[src/rtl/uart_arb_pkg.sv]
// Shared types and constants for the UART transmit arbiter.
package uart_arb_pkg;

    localparam int BYTE_W      = 8;
    localparam int NUM_REQ_MAX = 8;

    typedef enum logic [1:0] {
        IDLE,
        START,
        WAIT_DONE
    } arb_state_t;

    // Width of an index into n requesters, never less than one bit.
    function automatic int unsigned ptr_width(input int unsigned n);
        return (n > 1) ? $clog2(n) : 1;
    endfunction

endpackage

[src/rtl/uart_tx_arbiter_if.sv]
// Requester and transmitter handshake bundle for uart_tx_arbiter.
// master = arbiter side, slave = requesters/transmitter side.
interface uart_tx_arbiter_if
    import uart_arb_pkg::*;
#(
    parameter int NUM_REQ = 4
) ();

    logic [NUM_REQ-1:0]        req_valid;
    logic [NUM_REQ*BYTE_W-1:0] req_data;
    logic [NUM_REQ-1:0]        req_last;
    logic [NUM_REQ-1:0]        req_ready;
    logic                      start;
    logic [BYTE_W-1:0]         tx_data;
    logic                      tx_done;
    logic [NUM_REQ-1:0]        grant;
    logic                      busy;

    modport master (
        input  req_valid, req_data, req_last, tx_done,
        output req_ready, start, tx_data, grant, busy
    );

    modport slave (
        output req_valid, req_data, req_last, tx_done,
        input  req_ready, start, tx_data, grant, busy
    );

endinterface

[src/rtl/rr_pick.sv]
// Combinational round-robin picker: first set request strictly after
// i_ptr, wrapping around; o_grant is one-hot, o_any flags a winner.
module rr_pick #(
    parameter int unsigned N     = 4,
    parameter int unsigned PTR_W = 2
) (
    input  logic [N-1:0]     i_req,
    input  logic [PTR_W-1:0] i_ptr,
    output logic [N-1:0]     o_grant,
    output logic             o_any
);

    logic [PTR_W-1:0] w_idx;

    // Scan ptr+1 .. ptr+N modulo N and keep the first hit.
    always_comb begin
        o_grant = '0;
        o_any   = 1'b0;
        w_idx   = '0;
        for (int unsigned k = 1; k <= N; k++) begin
            w_idx = PTR_W'((32'(i_ptr) + k) % N);
            if (!o_any && i_req[w_idx]) begin
                o_grant[w_idx] = 1'b1;
                o_any          = 1'b1;
            end
        end
    end

endmodule

[src/rtl/uart_tx_arbiter.sv]
// Round-robin arbiter sharing one UART transmitter among NUM_REQ byte
// sources. Optional message lock: define UART_ARB_LOCK_EN to keep the
// grant on one requester until it sends a byte flagged req_last.
module uart_tx_arbiter
    import uart_arb_pkg::*;
#(
    parameter int NUM_REQ = 4
) (
    input logic               clk,
    input logic               reset,
    uart_tx_arbiter_if.master bus
);

    localparam int unsigned PTR_W = ptr_width(NUM_REQ);

    arb_state_t         r_state;
    logic [PTR_W-1:0]   r_ptr;
    logic               r_start;
    logic [NUM_REQ-1:0] r_ready;
    logic [NUM_REQ-1:0] r_grant;
    logic [BYTE_W-1:0]  r_tx_data;
    logic               r_busy;

    logic [NUM_REQ-1:0] w_req;
    logic [NUM_REQ-1:0] w_win;
    logic               w_any;
    logic [BYTE_W-1:0]  w_data;
    logic [PTR_W-1:0]   w_idx;

`ifdef UART_ARB_LOCK_EN
    logic               r_lock;
    logic [NUM_REQ-1:0] r_owner;
    logic               w_last;

    // While locked only the owning requester is eligible.
    assign w_req  = r_lock ? (bus.req_valid & r_owner) : bus.req_valid;
    assign w_last = |(bus.req_last & w_win);
`else
    logic w_unused_last;

    assign w_req         = bus.req_valid;
    assign w_unused_last = ^bus.req_last;
`endif

    rr_pick #(
        .N     (NUM_REQ),
        .PTR_W (PTR_W)
    ) u_pick (
        .i_req   (w_req),
        .i_ptr   (r_ptr),
        .o_grant (w_win),
        .o_any   (w_any)
    );

    // Encode the winner and select its byte.
    always_comb begin
        w_data = '0;
        w_idx  = '0;
        for (int unsigned i = 0; i < NUM_REQ; i++) begin
            if (w_win[i]) begin
                w_data = bus.req_data[i*BYTE_W +: BYTE_W];
                w_idx  = PTR_W'(i);
            end
        end
    end

    // Arbitration FSM with registered handshake outputs.
    always_ff @(posedge clk) begin
        if (reset) begin
            r_state   <= IDLE;
            r_ptr     <= PTR_W'(NUM_REQ - 1);
            r_start   <= 1'b0;
            r_ready   <= '0;
            r_grant   <= '0;
            r_tx_data <= '0;
            r_busy    <= 1'b0;
`ifdef UART_ARB_LOCK_EN
            r_lock    <= 1'b0;
            r_owner   <= '0;
`endif
        end else begin
            case (r_state)
                IDLE: begin
                    if (w_any) begin
                        r_state   <= START;
                        r_grant   <= w_win;
                        r_tx_data <= w_data;
                        r_start   <= 1'b1;
                        r_ready   <= w_win;
                        r_busy    <= 1'b1;
`ifdef UART_ARB_LOCK_EN
                        // Pointer only moves once the message is complete.
                        if (w_last) begin
                            r_ptr  <= w_idx;
                            r_lock <= 1'b0;
                        end else begin
                            r_lock  <= 1'b1;
                            r_owner <= w_win;
                        end
`else
                        r_ptr     <= w_idx;
`endif
                    end
                end
                START: begin
                    r_start <= 1'b0;
                    r_ready <= '0;
                    r_state <= WAIT_DONE;
                end
                WAIT_DONE: begin
                    if (bus.tx_done) begin
                        r_grant <= '0;
                        r_busy  <= 1'b0;
                        r_state <= IDLE;
                    end
                end
                default: r_state <= IDLE;
            endcase
        end
    end

    assign bus.start     = r_start;
    assign bus.req_ready = r_ready;
    assign bus.grant     = r_grant;
    assign bus.tx_data   = r_tx_data;
    assign bus.busy      = r_busy;

endmodule

[src/flat_wrapper.sv]
// flat-port wrapper written by rule: the top's interface ports become plain ports
module uart_tx_arbiter_flat import uart_arb_pkg::*;
#(
    parameter int NUM_REQ = 4
)
  (clk, reset, bus_req_valid, bus_req_data, bus_req_last, bus_tx_done, bus_req_ready, bus_start, bus_tx_data, bus_grant, bus_busy);
  uart_tx_arbiter_if #(.NUM_REQ(NUM_REQ)) bus_i ();
  input logic clk;
  input logic reset;
  input wire logic [$bits(bus_i.req_valid)-1:0] bus_req_valid;
  input wire logic [$bits(bus_i.req_data)-1:0] bus_req_data;
  input wire logic [$bits(bus_i.req_last)-1:0] bus_req_last;
  input wire logic [$bits(bus_i.tx_done)-1:0] bus_tx_done;
  output wire logic [$bits(bus_i.req_ready)-1:0] bus_req_ready;
  output wire logic [$bits(bus_i.start)-1:0] bus_start;
  output wire logic [$bits(bus_i.tx_data)-1:0] bus_tx_data;
  output wire logic [$bits(bus_i.grant)-1:0] bus_grant;
  output wire logic [$bits(bus_i.busy)-1:0] bus_busy;
  assign bus_i.req_valid = bus_req_valid;
  assign bus_i.req_data = bus_req_data;
  assign bus_i.req_last = bus_req_last;
  assign bus_i.tx_done = bus_tx_done;
  assign bus_req_ready = bus_i.req_ready;
  assign bus_start = bus_i.start;
  assign bus_tx_data = bus_i.tx_data;
  assign bus_grant = bus_i.grant;
  assign bus_busy = bus_i.busy;
  uart_tx_arbiter #(.NUM_REQ(NUM_REQ)) u_core (.clk(clk), .reset(reset), .bus(bus_i));
endmodule
[config.mk]
export PLATFORM = sky130hd
export DESIGN_NAME = uart_tx_arbiter_flat
export DESIGN_NICKNAME = d
export VERILOG_FILES = /design/src/rtl/uart_arb_pkg.sv /design/src/rtl/uart_tx_arbiter_if.sv /design/src/rtl/rr_pick.sv /design/src/rtl/uart_tx_arbiter.sv /design/src/flat_wrapper.sv
export SDC_FILE = /design/constraint.sdc
export NUM_CORES = 1
export LEC_CHECK = 0
export BUFFER_PORTS_ARGS = -buffer_cell sky130_fd_sc_hd__buf_2
export CAP_MARGIN = 20
export CORE_MARGIN = 2
export CORE_UTILIZATION = 52
export DETAILED_ROUTE_END_ITERATION = 10
export GPL_ROUTABILITY_DRIVEN = 0
export PLACE_DENSITY_LB_ADDON = 0.25
export SYNTH_ARGS = -nofsm -noshare
export SYNTH_HDL_FRONTEND = slang
export SYNTH_SLANG_ARGS = --single-unit
[constraint.sdc]
create_clock -name clk -period 7.03 [get_ports clk]
set_clock_uncertainty 0.1 [all_clocks]
set_input_delay 0.3515 -clock clk [delete_from_list [all_inputs] [get_ports clk]]
set_output_delay 0.3515 -clock clk [all_outputs]
set_load 0.02 [all_outputs]
==> flow_metrics.env <==
export IMPL_status="completed"
export IMPL_diodes=0
export IMPL_setup_violations=0
export IMPL_synth_edf_count=0
export IMPL_initial_core_util_pct=55.3
export IMPL_start_kind="register"
export IMPL_hold_buffers=0
export IMPL_first_global_vias=1473
export IMPL_finalSetupTns_ns=0
export IMPL_cts_tree="built"
export IMPL_critPathLaunch="u_core.r_ptr[0]"
export IMPL_area_growth_pct=20.9
export IMPL_grt_antenna_before_repair=0
export IMPL_drv_slew=0
export IMPL_wl_per_cell_um=16.6
export IMPL_synth_distinct_cells=41
export IMPL_dpl_cell_count=243
export IMPL_fin_crit_sh_pct=57.5
export IMPL_numPortBuffers=56
export IMPL_yosysWarnings=0
export IMPL_power_share_switching_pct=46.7
export IMPL_cp_arrival_ns=4.17
export IMPL_seqPwrFrac_pct=24.6
export IMPL_dp_hpwl_um=3020
export IMPL_clkPwrFrac_pct=11.8
export IMPL_timing_rr_start="u_core.r_ptr[0]"
export IMPL_power_switching_mw=0.390
export IMPL_crit_family="compound AO/OA/AOI/OAI gates"
export IMPL_h_tree_depth=1
export IMPL_synthArstFlopShare_pct=0
export IMPL_vias=1573
export IMPL_die_area_sq_um=3410
export IMPL_cts_setup_buffers=0
export IMPL_syn_inst=165
export IMPL_ctsLongestPathBuffers=2
export IMPL_ir_worst_vdd_mv=0.297
export IMPL_wirelength_um=4110
export IMPL_clkSinkCount=22
export IMPL_power_frac_comb_pct=63.6
export IMPL_root_buffer="clkbuf_4"
export IMPL_power_mw=0.835
export IMPL_dr_pass1_iters=4
export IMPL_drtIter0Drc=81
export IMPL_hold_violations=0
export IMPL_path_cells="inv_1 > ha_1 > mux4_2 > and2b_1 > a221oi_1 > o2bb2ai_1 > nand2_1 > o32ai_1"
export IMPL_final_cells=247
export IMPL_hold_start="bus_req_data[18]"
export IMPL_internal_power_mw=0.446
export IMPL_tightest_slew_ns=1.05
export IMPL_syn_area_sq_um=1540
export IMPL_grt_pass1_wl_um=6670
export IMPL_cts_buffers=3
export IMPL_post_route_drc_count=0
export IMPL_max_stage_delay_ns=0.79
export IMPL_cts_resized=0
export IMPL_total_leakage_power_nw=0.832
export IMPL_hp_class="in2reg"
export IMPL_coreArea_sq_um=2780
export IMPL_worstSkewPairLatency_ns=0.31
export IMPL_grt_max_degree=22
export IMPL_critPathKind="reg2reg"
export IMPL_ys_seq_elements=22
export IMPL_fp_dieW_um=58.4
export IMPL_worst_endpoint_required_ns=7.16
export IMPL_slowest_stage="dfxtp_1"
export IMPL_fin_crit_ns=4.04
export IMPL_rsz0062_at_grt="no"
export IMPL_clk_transition_reported_paths_ns=0.13
export IMPL_p_per_area_nw_per_um2=449
export IMPL_cp_num_buf_inv=1
export IMPL_synth_yosys_seq_area_share_pct=28.6
export IMPL_crit_fanout=19
export IMPL_ant_nets=0
export IMPL_endpoint_kind="register"
export IMPL_row_count=19
export IMPL_syn_avg_cell_area_sq_um=9.32
export IMPL_grt_overflow=0
export IMPL_fin_nets=268
export IMPL_max_slew_margin_pct=29.8
export IMPL_maxCapViolCount=0
export IMPL_vias_per_cell=6.37
export IMPL_io_pins=61
export IMPL_synth_nets=216
export IMPL_clock_fmax_ghz=0.247
export IMPL_synth_ff_type="dfxtp_1"
export IMPL_grt_total_usage_pct=25.1
export IMPL_die_height_um=58.4
export IMPL_layout_drive_gt1_share_pct=34.3
==> cells in the final DEF (no fill, tap or decap), types with 5 or more instances in the layout <==
| cell | n |
|---|---|
| buf_2 | 56 |
| dfxtp_1 | 22 |
| nand2_1 | 20 |
| nor2_1 | 16 |
| a221oi_1 | 11 |
| a2bb2oi_1 | 8 |
| o32ai_1 | 8 |
| ha_1 | 8 |
| mux2i_1 | 6 |
| o22ai_1 | 5 |
| a21oi_1 | 5 |
==> cell families after synthesis <==
kind of cell / count (synthesis) / synth area share [%]
and+or+nand+nor: 55 / 16.8
AOI/OAI and AO/OA: 54 / 31.9
DFF: 22 / 28.6
buffers and inverters: 13 / 4.23
muxes: 13 / 12.0
adders and majority gates: 8 / 6.51
==> Yosys cell counts, drive strengths merged, types with 5 or more instances <==
library cell,n,share of area (%)
a2bb2oi,8,4.6
mux2i,6,3.9
nor2,17,4.3
ha,8,6.5
nand2,20,4.9
dfxtp,22,29
a21oi,5,1.6
o32ai,8,4.6
buf,5,2.2
a221oi,12,8.0
o22ai,6,2.8
==> area by class of cell <==
class | instances | area [sq um]
Multi-Input combinational cell | 130 | 1030
Timing Repair Buffer | 56 | 280
Tap cell | 31 | 38.8
Clock buffer | 3 | 22.5
Clock inverter | 1 | 30.0
Inverter | 4 | 15.0
Fill cell | 235 | 922
Sequential cell | 22 | 440
==> routing by layer <==
metal | GRT usage [%] | vias to the layer above | wire, um
met3 | 6.37 | 4 | 274
met4 | 6.31 | 0 | 33
met1 | 30.5 | 748 | 1690
met5 | 0 | - | 0
met2 | 44.1 | 75 | 2110
li1 | - | 746 | -
==> flip-flops by register name (all words and copies together), names as in the netlist <==
| register | cells |
|---|---|
| u_core.bus.tx_data | 8 |
| u_core.bus.grant | 4 |
| u_core.bus.req_ready | 4 |
| u_core.r_ptr | 2 |
| u_core.r_state | 2 |
| u_core.bus.busy | 1 |
| u_core.bus.start | 1 |
==> worst paths after layout <==
path	slack, ns	to	depth (start not counted)
max	2.99	u_core.bus.tx_data[0]	8
max reg2reg	2.99	u_core.bus.tx_data[0]	8
min	0.23	u_core.bus.tx_data[2]	3
min reg2reg	0.38	u_core.bus.grant[3]	2
==> through the flow <==
step           hold slack [ns]  utilization (%)  setup WS [ns]  area, sq um
2_1_floorplan            0.381                -           3.90         1540
3_3_place_gp             0.337             65.0           3.15         1810
3_5_place_dp             0.345             65.0           3.04         1810
4_1_cts                  0.225             66.8           3.02         1860
5_1_grt                  0.212             66.8           2.68         1860
6_report                 0.227             66.8           2.99         1860
==> tightest hold or removal path, stage by stage <==
cell and delay (ns):
buf_2 0.09, nor2_1 0.09, o32ai_1 0.07
==> power groups by stage <==
stage | clock network, mW | registers, mW | logic [mW]
2_1_floorplan | 0 | 0.239 | 0.378
3_3_place_gp | 0 | 0.205 | 0.507
3_5_place_dp | 0 | 0.208 | 0.529
4_1_cts | 0.0994 | 0.206 | 0.530
5_1_grt | 0.105 | 0.214 | 0.577
6_report | 0.0984 | 0.206 | 0.531
Note: power is estimated with default switching activity, not from simulation.
